--- config.mk ---
export PLATFORM = sky130hd
export DESIGN_NAME = load_store_unit_flat
export DESIGN_NICKNAME = d
export VERILOG_FILES = /design/src/rtl/load_store_unit_if.sv /design/src/rtl/load_store_unit.sv /design/src/flat_wrapper.sv
export SDC_FILE = /design/constraint.sdc
export NUM_CORES = 1
export LEC_CHECK = 0
export ABC_CLOCK_PERIOD_IN_PS = 3750
export CORE_ASPECT_RATIO = 0.6
export CORE_MARGIN = 5
export CORE_UTILIZATION = 43
export DETAILED_ROUTE_END_ITERATION = 6
export PLACE_DENSITY = 0.75
export RECOVER_POWER = 50
export SETUP_SLACK_MARGIN = 0.02
export SLEW_MARGIN = 20
export SYNTH_ARGS = -nofsm -noshare
export SYNTH_HDL_FRONTEND = slang
export SYNTH_SLANG_ARGS = --single-unit
--- constraint.sdc ---
create_clock -name Clk -period 3.75 [get_ports Clk]
set_input_delay 0.9375 -clock Clk [delete_from_list [all_inputs] [get_ports Clk]]
set_output_delay 0.9375 -clock Clk [all_outputs]
set_load 0.05 [all_outputs]
--- src/rtl/load_store_unit_if.sv ---
// Execute-side handshake, data-memory bus and register-file write port of the LSU.
// The slave modport is the LSU view, the master modport is the surrounding core/bus view.
interface load_store_unit_if;
   // Execute handshake
   logic        Valid;
   logic        Ready;
   logic        IsStore;
   logic [2:0]  Funct3;
   logic [31:0] BaseAddr;
   logic [31:0] Offset;
   logic [31:0] StoreData;
   logic [4:0]  Rd;
   // Data-memory bus
   logic        MemReq;
   logic        MemWe;
   logic [31:0] MemAddr;
   logic [3:0]  MemWStrb;
   logic [31:0] MemWData;
   logic        MemAck;
   logic [31:0] MemRData;
   // Register-file write port
   logic        RegWEn;
   logic [4:0]  AddrD;
   logic [31:0] DataD;
   // Fault report
   logic        FaultValid;
   logic [1:0]  FaultCode;
   logic [31:0] FaultAddr;

   modport slave (
      input  Valid, IsStore, Funct3, BaseAddr, Offset, StoreData, Rd, MemAck, MemRData,
      output Ready, MemReq, MemWe, MemAddr, MemWStrb, MemWData,
             RegWEn, AddrD, DataD, FaultValid, FaultCode, FaultAddr
   );

   modport master (
      output Valid, IsStore, Funct3, BaseAddr, Offset, StoreData, Rd, MemAck, MemRData,
      input  Ready, MemReq, MemWe, MemAddr, MemWStrb, MemWData,
             RegWEn, AddrD, DataD, FaultValid, FaultCode, FaultAddr
   );
endinterface

--- src/rtl/load_store_unit.sv ---
// RV32I memory stage: one load/store per handshake, req/ack data bus with byte/half
// lane steering, single-cycle register-file writeback, fault reporting.
module load_store_unit #(
   parameter int unsigned TIMEOUT_CYCLES = 16
) (
   input logic             Clk,
   input logic             Rst,
   load_store_unit_if.slave bus
);

   localparam int unsigned CNT_W = $clog2(TIMEOUT_CYCLES + 1);

   typedef enum logic [1:0] {
      IDLE,
      ACCESS,
      WRITEBACK,
      FAULT
   } stateT;

   stateT            state;
   logic [CNT_W-1:0] timeoutCnt;
   logic [31:0]      opAddr;
   logic [2:0]       opFunct3;
   logic [4:0]       opRd;
   logic             opIsStore;

   logic [31:0]      effAddr;
   logic             illegal;
   logic             misaligned;
   logic [3:0]       storeStrb;
   logic [31:0]      storeData;
   logic [7:0]       loadByte;
   logic [15:0]      loadHalf;
   logic [31:0]      loadData;

   // Ready is the only combinational output; reset masks it immediately
   always_comb begin
      bus.Ready = (state == IDLE) && !Rst;
   end

   // Decode the presented operation: effective address, legality, alignment, store lanes
   always_comb begin
      effAddr    = bus.BaseAddr + bus.Offset;
      illegal    = bus.IsStore ? (bus.Funct3 > 3'd2)
                               : (bus.Funct3 == 3'd3 || bus.Funct3 == 3'd6 || bus.Funct3 == 3'd7);
      misaligned = 1'b0;
      storeStrb  = 4'b1111;
      storeData  = bus.StoreData;
      case (bus.Funct3[1:0])
         2'b00: begin
            storeStrb = 4'b0001 << effAddr[1:0];
            storeData = {4{bus.StoreData[7:0]}};
         end
         2'b01: begin
            misaligned = effAddr[0];
            storeStrb  = effAddr[1] ? 4'b1100 : 4'b0011;
            storeData  = {2{bus.StoreData[15:0]}};
         end
         2'b10: begin
            misaligned = |effAddr[1:0];
         end
         default: ;
      endcase
      if (!bus.IsStore) begin
         storeStrb = '0;
      end
   end

   // Extract and extend the addressed lane of the returning read word
   always_comb begin
      case (opAddr[1:0])
         2'b00:   loadByte = bus.MemRData[7:0];
         2'b01:   loadByte = bus.MemRData[15:8];
         2'b10:   loadByte = bus.MemRData[23:16];
         default: loadByte = bus.MemRData[31:24];
      endcase
      loadHalf = opAddr[1] ? bus.MemRData[31:16] : bus.MemRData[15:0];
      case (opFunct3)
         3'd0:    loadData = {{24{loadByte[7]}}, loadByte};
         3'd1:    loadData = {{16{loadHalf[15]}}, loadHalf};
         3'd4:    loadData = {24'd0, loadByte};
         3'd5:    loadData = {16'd0, loadHalf};
         default: loadData = bus.MemRData;
      endcase
   end

   // Operation sequencer with registered bus, writeback and fault outputs
   always_ff @(posedge Clk) begin
      if (Rst) begin
         state          <= IDLE;
         timeoutCnt     <= '0;
         opAddr         <= '0;
         opFunct3       <= '0;
         opRd           <= '0;
         opIsStore      <= 1'b0;
         bus.MemReq     <= 1'b0;
         bus.MemWe      <= 1'b0;
         bus.MemAddr    <= '0;
         bus.MemWStrb   <= '0;
         bus.MemWData   <= '0;
         bus.RegWEn     <= 1'b0;
         bus.AddrD      <= '0;
         bus.DataD      <= '0;
         bus.FaultValid <= 1'b0;
         bus.FaultCode  <= '0;
         bus.FaultAddr  <= '0;
      end else begin
         case (state)
            IDLE: begin
               if (bus.Valid) begin
                  opAddr    <= effAddr;
                  opFunct3  <= bus.Funct3;
                  opRd      <= bus.Rd;
                  opIsStore <= bus.IsStore;
                  if (illegal || misaligned) begin
                     // illegal funct3 outranks misalignment
                     state          <= FAULT;
                     bus.FaultValid <= 1'b1;
                     bus.FaultCode  <= illegal ? 2'b10 : 2'b01;
                     bus.FaultAddr  <= effAddr;
                  end else begin
                     state        <= ACCESS;
                     timeoutCnt   <= '0;
                     bus.MemReq   <= 1'b1;
                     bus.MemWe    <= bus.IsStore;
                     bus.MemAddr  <= {effAddr[31:2], 2'b00};
                     bus.MemWStrb <= storeStrb;
                     bus.MemWData <= storeData;
                  end
               end
            end
            ACCESS: begin
               // an ack on the final counted cycle still completes the access
               if (bus.MemAck) begin
                  bus.MemReq <= 1'b0;
                  bus.MemWe  <= 1'b0;
                  if (opIsStore) begin
                     state <= IDLE;
                  end else begin
                     state      <= WRITEBACK;
                     bus.DataD  <= loadData;
                     bus.AddrD  <= opRd;
                     bus.RegWEn <= (opRd != 5'd0);
                  end
               end else if (timeoutCnt == CNT_W'(TIMEOUT_CYCLES - 1)) begin
                  state          <= FAULT;
                  bus.MemReq     <= 1'b0;
                  bus.MemWe      <= 1'b0;
                  bus.FaultValid <= 1'b1;
                  bus.FaultCode  <= 2'b11;
                  bus.FaultAddr  <= opAddr;
               end else begin
                  timeoutCnt <= timeoutCnt + 1'b1;
               end
            end
            WRITEBACK: begin
               bus.RegWEn <= 1'b0;
               state      <= IDLE;
            end
            FAULT: begin
               bus.FaultValid <= 1'b0;
               state          <= IDLE;
            end
            default: state <= IDLE;
         endcase
      end
   end

endmodule

--- src/flat_wrapper.sv ---
// flat-port wrapper written by rule: the top's interface ports become plain ports
module load_store_unit_flat 
#(
   parameter int unsigned TIMEOUT_CYCLES = 16
)
  (Clk, Rst, bus_Valid, bus_IsStore, bus_Funct3, bus_BaseAddr, bus_Offset, bus_StoreData, bus_Rd, bus_MemAck, bus_MemRData, bus_Ready, bus_MemReq, bus_MemWe, bus_MemAddr, bus_MemWStrb, bus_MemWData, bus_RegWEn, bus_AddrD, bus_DataD, bus_FaultValid, bus_FaultCode, bus_FaultAddr);
  load_store_unit_if bus_i ();
  input logic Clk;
  input logic Rst;
  input wire logic [$bits(bus_i.Valid)-1:0] bus_Valid;
  input wire logic [$bits(bus_i.IsStore)-1:0] bus_IsStore;
  input wire logic [$bits(bus_i.Funct3)-1:0] bus_Funct3;
  input wire logic [$bits(bus_i.BaseAddr)-1:0] bus_BaseAddr;
  input wire logic [$bits(bus_i.Offset)-1:0] bus_Offset;
  input wire logic [$bits(bus_i.StoreData)-1:0] bus_StoreData;
  input wire logic [$bits(bus_i.Rd)-1:0] bus_Rd;
  input wire logic [$bits(bus_i.MemAck)-1:0] bus_MemAck;
  input wire logic [$bits(bus_i.MemRData)-1:0] bus_MemRData;
  output wire logic [$bits(bus_i.Ready)-1:0] bus_Ready;
  output wire logic [$bits(bus_i.MemReq)-1:0] bus_MemReq;
  output wire logic [$bits(bus_i.MemWe)-1:0] bus_MemWe;
  output wire logic [$bits(bus_i.MemAddr)-1:0] bus_MemAddr;
  output wire logic [$bits(bus_i.MemWStrb)-1:0] bus_MemWStrb;
  output wire logic [$bits(bus_i.MemWData)-1:0] bus_MemWData;
  output wire logic [$bits(bus_i.RegWEn)-1:0] bus_RegWEn;
  output wire logic [$bits(bus_i.AddrD)-1:0] bus_AddrD;
  output wire logic [$bits(bus_i.DataD)-1:0] bus_DataD;
  output wire logic [$bits(bus_i.FaultValid)-1:0] bus_FaultValid;
  output wire logic [$bits(bus_i.FaultCode)-1:0] bus_FaultCode;
  output wire logic [$bits(bus_i.FaultAddr)-1:0] bus_FaultAddr;
  assign bus_i.Valid = bus_Valid;
  assign bus_i.IsStore = bus_IsStore;
  assign bus_i.Funct3 = bus_Funct3;
  assign bus_i.BaseAddr = bus_BaseAddr;
  assign bus_i.Offset = bus_Offset;
  assign bus_i.StoreData = bus_StoreData;
  assign bus_i.Rd = bus_Rd;
  assign bus_i.MemAck = bus_MemAck;
  assign bus_i.MemRData = bus_MemRData;
  assign bus_Ready = bus_i.Ready;
  assign bus_MemReq = bus_i.MemReq;
  assign bus_MemWe = bus_i.MemWe;
  assign bus_MemAddr = bus_i.MemAddr;
  assign bus_MemWStrb = bus_i.MemWStrb;
  assign bus_MemWData = bus_i.MemWData;
  assign bus_RegWEn = bus_i.RegWEn;
  assign bus_AddrD = bus_i.AddrD;
  assign bus_DataD = bus_i.DataD;
  assign bus_FaultValid = bus_i.FaultValid;
  assign bus_FaultCode = bus_i.FaultCode;
  assign bus_FaultAddr = bus_i.FaultAddr;
  load_store_unit #(.TIMEOUT_CYCLES(TIMEOUT_CYCLES)) u_core (.Clk(Clk), .Rst(Rst), .bus(bus_i));
endmodule
==> impl_metrics.toml, run 1 <==
[setup_path]
cpPeakStageDelay_ps = 570
required_ps = 4060
critPathKind = "input pin to flip-flop"
arrival_ps = 3930
cp-end-kind = "flip-flop"
worst-path-max-fanout = 3
critical_path.slowest_cell = "or4b_4"
critPathBufInv = 1
cpMostUsedCell = "a2111oi_4"
startpoint_type = "input pin"
crit_path_cell_trace = "clkdlybuf4s15_1 -> ha_2 -> fa_2 -> a211o_1 -> a2111oi_4 -> a2111oi_4 -> o2111ai_2 -> a211oi_2 -> or4b_4 -> a32oi_1 -> nor2_1"
cp_top_family = "compound AO/OA/AOI/OAI gates"

[sta]
rsz0062_at_grt = "no"
finalSetupViolCount = 0
period_share_pct = 96.6
hold_viol = 0
setup_ws_ps = 126
slew_violations = 47
worst_hold_slack_ps = 452
max_slew_margin_pct = -20.0
fmax_mhz = 276
tightest_slew_ps = 1800
clock_skew_ps = 10.7
final.min_clock_period_ps = 3620

[placement]
place_ws_ps = -577
dp_cells = 1806
dpl_cell_area_um2 = 13200
port_buffers = 282
post-dp-hpwl_um = 26400
gp_congestion = 0.916

[pwr]
powerDensity_nw_per_um2 = 441
p_leak_nw = 5.66
irDropWorstVdd_mv = 0.356

[layout]
drive_above_1_share_pct = 9.71
diodes = 0
final_nets = 1721
stdcell_area_um2 = 13800
area_delta_synth_final_pct = 43.9
instances_no_fill = 1841
finalCoreUtilization_pct = 62.7

[synthesis]
synth_edf_count = 0
synth_top_area_cell = "dfxtp_1"
synthMuxAreaShare_pct = 1.97
synth_area_leaders = "dfxtp_1 (40%), a21oi_1 (9.0%), nand2_1 (8.7%)"
syn_avg_cell_area_um2 = 7.76
synth-simple-area-share_pct = 18.7
synth_top_flop_cell = "dfxtp_1"
post-synth-top-count-cell = "nand2_1"
synth_top_family_by_area = "compound AO/OA/AOI/OAI gates"
synth-compound-area-share_pct = 27.3
synthTopCellsByCount = "nand2_1 (223), dfxtp_1 (189), a21oi_1 (172)"
synth_warnings = 0
synth_cell_types = 64
synthArstFlopShare_pct = 0
synth_area_um2 = 9570
synth_cells = 1234
synth.top_cell.area_share_pct = 39.5
ys_ff_latch = 189
synth_xor_area_share_pct = 2.56
ys_seq_area_share_pct = 39.5
synthAdderAreaFrac_pct = 5.05

[grt]
grt_max_degree = 113
grt_pass1_wl_um = 54700
antenna_found_initial = 0
grt_usage_pct = 26.7
grt_pass1_vias = 9856
gr-total-overflow = 0

[cts]
clk_pin_slew_worst_paths_ps = 70
cts_hold_buf = 0
ctsHtreeMaxLevel = 4
clock-root-buffer = "clkbuf_16"
cts_buffer_depth = 2
cts_tree = "yes"
cts_sinks = 189
insertion_delay_ps = 440
cts-buffers-inserted = 17

[detailed_routing]
wl_per_cell_um = 19.3
drt.antenna.violating_nets = 0
drtPass1Iterations = 5
viasPerCell = 5.69
drcViolationCount = 0
drt_iter0_drc = 948
wl_um = 35600
routed-via-count = 10480

[floorplanning]
fp.dieW_um = 203
core_um2 = 22000
fp.dieH_um = 126
pin_count = 285
initial_utilization_pct = 43.6
die_area_um2 = 25400
rows = 42

[hold_path]
hold_path_class = "flip-flop to flip-flop"

[status]
status = "complete, but fails checks"
violations = "max-capacitance violations, max-slew violations"

[flow_run]
drv_cap = 1
flip-flops by register name (all words and copies together) (netlist names), 2 cells and up:
name                  count
u_core.bus.MemWStrb       4
u_core.bus.FaultCode      2
u_core.bus.MemWData      32
u_core.bus.DataD         32
u_core.state              2
u_core.bus.MemAddr       30
u_core.bus.AddrD          5
u_core.opRd               5
u_core.opFunct3           3
u_core.timeoutCnt         5
u_core.bus.FaultAddr     32
u_core.opAddr            32
worst register-to-register path, cell delays in order (launching register included):
cell and delay, ps:
dfxtp_1 580, nand2b_1 120, buf_4 210, nor2_1 160, clkbuf_1 1320, o211ai_1 220, o21ai_0 190, nor2_1 80
cell type report:
| type | instances | area (µm²) |
|---|---|---|
| inverters | 33 | 124 |
| repair buffers | 377 | 3600 |
| clock buffers | 21 | 470 |
| clock inverters | 11 | 92.6 |
| fillers | 1906 | 8190 |
| well taps | 286 | 358 |
| multi-input cells | 924 | 5340 |
| flip-flops and latches | 189 | 3780 |
cell families after synthesis:
group	count (synthesis)
AO/OA/AOI/OAI	418
XOR/XNOR	28
adder cells (fa/ha/maj)	38
buffers and inverters	122
flip-flops	189
multiplexers	18
other	1
AND/OR/NAND/NOR	420
cells in the final DEF (no fill, tap or decap), drive strengths merged, types with 8 or more instances in the layout:
cell type and instances:
mux2i 11, nor3 28, dfxtp 189, buf 94, a22o 8, inv 33, a211oi 40, o21ai 82
a221oi 10, a21o 12, xnor2 17, a31oi 9, o22ai 11, nor2 105, clkbuf 24, nand4 11
o21bai 8, o221ai 12, o211ai 14, xor2 11, clkdlybuf4s50 150, dlygate4sd3 126, nand3 12, nand2 223
a21oi 172, ha 37, clkinv 8, nor4 8
per-layer routing:
| metal | GRT usage (%) | wire length (µm) | share of wire [%] |
|---|---|---|---|
| met5 | 0 | 0 | 0 |
| met4 | 6.74 | 579 | 1.6 |
| met3 | 10.4 | 4270 | 12 |
| met2 | 37.3 | 14300 | 40 |
| met1 | 38.6 | 16400 | 46 |
metrics by stage:
stage / setup TNS, ps / total power [mW]
2_1_floorplan: 0 / 3.52
3_5_place_dp: -10560 / 4.36
4_1_cts: 0 / 6.12
6_report: 0 / 6.08
5_1_grt: 0 / 6.34
3_3_place_gp: -7450 / 4.34
path summary, 6_finish.rpt:
| check | from | slack, ps | to | depth (start not counted) |
|---|---|---|---|---|
| setup / recovery | bus_BaseAddr[0] | 130 | u_core.opAddr[28]$_SDFFE_PP0P_ | 11 |
| hold / removal | u_core.bus.MemAddr[11]$_SDFFE_PP0P_ | 450 | u_core.bus.MemAddr[11]$_SDFFE_PP0P_ | 2 |
| hold reg to reg | u_core.bus.MemAddr[11]$_SDFFE_PP0P_ | 450 | u_core.bus.MemAddr[11]$_SDFFE_PP0P_ | 2 |
| setup reg to reg | u_core.state[0]$_SDFFE_PP0P_ | 750 | u_core.bus.DataD[5]$_SDFFE_PP0P_ | 7 |
timing repair:
action / CTS / global route
pin swaps: 6 / 10
buffers inserted: 1 / 2
endpoints found under the setup margin: 11 / 15
hold endpoints to repair: 0 / 0
resized for setup: 3 / 6
power breakdown:
part	internal, mW	leakage (nW)	switching, mW
Sequential	2.18	1.54	0.113
Clock	0.964	0.278	0.806
Combinational	0.752	3.84	1.26
Total	3.90	5.66	2.18
Note: power is estimated with default switching activity, not from simulation.
==> run 2, diff against run 1 <==
Settings changed: CORE_MARGIN 5 to unset, MAX_ROUTING_LAYER set to met4, PLACE_DENSITY 0.75 to 0.8.
==> impl_metrics.toml, run 2 (synthesized netlist as in run 1, its figures left out) <==
[floorplanning]
rows = 41
pin_count = 285
core_um2 = 21400
die_area_um2 = 22900
fp.dieH_um = 118
initial_utilization_pct = 44.7
fp.dieW_um = 195

[layout]
regArea_um2 = 3780
n_fill_cell = 1839
area_delta_synth_final_pct = 45.1
stdcell_area_um2 = 13900
mostFrequentLayoutCells = "nand2_1 (223), dfxtp_1 (189), a21oi_1 (172), clkdlybuf4s50_1 (149), dlygate4sd3_1 (128)"
drive_above_1_share_pct = 10.1
final_nets = 1730
multiInputGateArea_um2 = 5360
final_common_cell = "nand2_1"

[grt]
grt_pass1_vias = 9747
grt_pass1_wl_um = 54100
gr-total-overflow = 0
grt_max_degree = 64
grt_usage_pct = 30.9
antenna_found_initial = 0

[setup_path]
arrival_ps = 3960
critPathKind = "input pin to flip-flop"
cpPeakStageDelay_ps = 570
required_ps = 4070
crit_path_cell_trace = "clkdlybuf4s50_1 -> fa_2 -> a211o_1 -> a2111oi_4 -> a2111oi_4 -> o2111ai_2 -> a211oi_4 -> or4b_4 -> a32oi_1 -> nor2_1"
cp_top_family = "compound AO/OA/AOI/OAI gates"
critPathBufInv = 1
cpMostUsedCell = "a2111oi_4"
crit_cells = 10
worst-path-max-fanout = 4
startpoint_type = "input pin"
cp-end-kind = "flip-flop"
reg2reg_depth = 6
critical_path.slowest_cell = "or4b_4"

[cts]
cts-buffers-inserted = 17
insertion_delay_ps = 450
ctsHtreeMaxLevel = 4
cts_tree = "yes"
clk_pin_slew_worst_paths_ps = 80
clock-root-buffer = "clkbuf_16"
cts_sinks = 189
cts_buffer_depth = 2
cts_hold_buf = 0

[sta]
hold_viol = 0
setup_ws_ps = 114
finalSetupViolCount = 0
tightest_slew_ps = 2200
period_share_pct = 97.0
fmax_mhz = 275
final.min_clock_period_ps = 3640
slew_violations = 95
clock_skew_ps = 7.84
fin_tns_setup_ps = 0
max_slew_margin_pct = -46.4
worst_hold_slack_ps = 451
rsz0062_at_grt = "no"

[placement]
place_ws_ps = -437
post-dp-hpwl_um = 26000
dpl_cell_area_um2 = 13200
port_buffers = 282
gp_congestion = 0.954

[pwr]
irDropWorstVdd_mv = 0.348
p_leak_nw = 5.71
intPower_mw = 4.05
powerDensity_nw_per_um2 = 453
p_clk_share_pct = 31.1
swShare_pct = 35.6
p_sw_mw = 2.24
pwr-share-comb_pct = 32.6
total_power_mw = 6.29
seq_power_share_pct = 36.3

[detailed_routing]
viasPerCell = 5.70
drt.antenna.violating_nets = 0
routed-via-count = 10518
wl_per_cell_um = 19.0
drt_iter0_drc = 983
wl_um = 35100
drtPass1Iterations = 5
drcViolationCount = 0

[hold_path]
whs_path_depth = 2
hold_path_class = "flip-flop to flip-flop"

[flow_run]
drv_cap = 2

[status]
status = "complete, but fails checks"
violations = "max-capacitance violations, max-slew violations"
[run 2: cell count changes in the layout (fill, tap and decap cells not counted), sizes merged]
cell,change
buf,+7
clkdlybuf4s50,-1
diode,+2
clkdlybuf4s15,-1
dlygate4sd3,+2
clkinv,-6
bufinv,+2
clkinvlp,+1
inv,+5
[run 2: repair_timing]
| action | in CTS | in global routing |
|---|---|---|
| gates resized for setup | 1 | 6 |
| gates cloned | 0 | 0 |
| endpoints found under the setup margin | 2 | 5 |
| buffers inserted | 1 | 2 |
| pin swaps | 6 | 9 |
[run 2: layer usage]
layer / routed length [µm] / global-route usage, % / share of wire (%)
met4: 370 / 6.25 / 1.1
met3: 4000 / 8.60 / 11
met5: 0 / - / 0
met1: 16300 / 43.9 / 46
met2: 14500 / 43.1 / 41
[run 2: area by class of cell]
cell class	instances	share of cell area (%)
multi-input cells	924	38.6
clock inverters	13	1.29
inverters	33	0.892
flip-flops and latches	189	27.2
repair buffers	386	26.2
diodes	2	0.0360
well taps	279	2.51
clock buffers	19	3.26
[run 2: stage by stage]
| stage | utilization (%) | std cells |
|---|---|---|
| after CTS | 64.8 | 1841 |
| after floorplan | - | 1235 |
| after global placement | 61.8 | 1808 |
| final | 64.9 | 1845 |
| after global routing | 64.9 | 1843 |
| after detailed placement | 61.8 | 1808 |
[run 2: path summary, 6_finish.rpt]
kind,start,endpoint,slack (ps)
min,u_core.bus.MemWData[7]$_SDFFE_PP0P_,u_core.bus.MemWData[7]$_SDFFE_PP0P_,450
max,bus_BaseAddr[1],u_core.opAddr[28]$_SDFFE_PP0P_,110
min reg2reg,u_core.bus.MemWData[7]$_SDFFE_PP0P_,u_core.bus.MemWData[7]$_SDFFE_PP0P_,450
max reg2reg,u_core.state[1]$_SDFFE_PP0P_,u_core.opAddr[14]$_SDFFE_PP0P_,850
[run 2: worst min-delay path: stages (launching register included)]
cell and delay [ps]:
dfxtp_1 310, nand2_1 50, a21oi_1 50
[run 2: power groups by stage]
stage	Combinational (mW)	Sequential, mW	Clock [mW]
global placement	2.02	2.32	0
floorplan	0.788	2.73	0
CTS	2.06	2.29	1.98
detailed placement	2.04	2.33	0
finish	2.05	2.28	1.96
global route	2.19	2.30	2.08
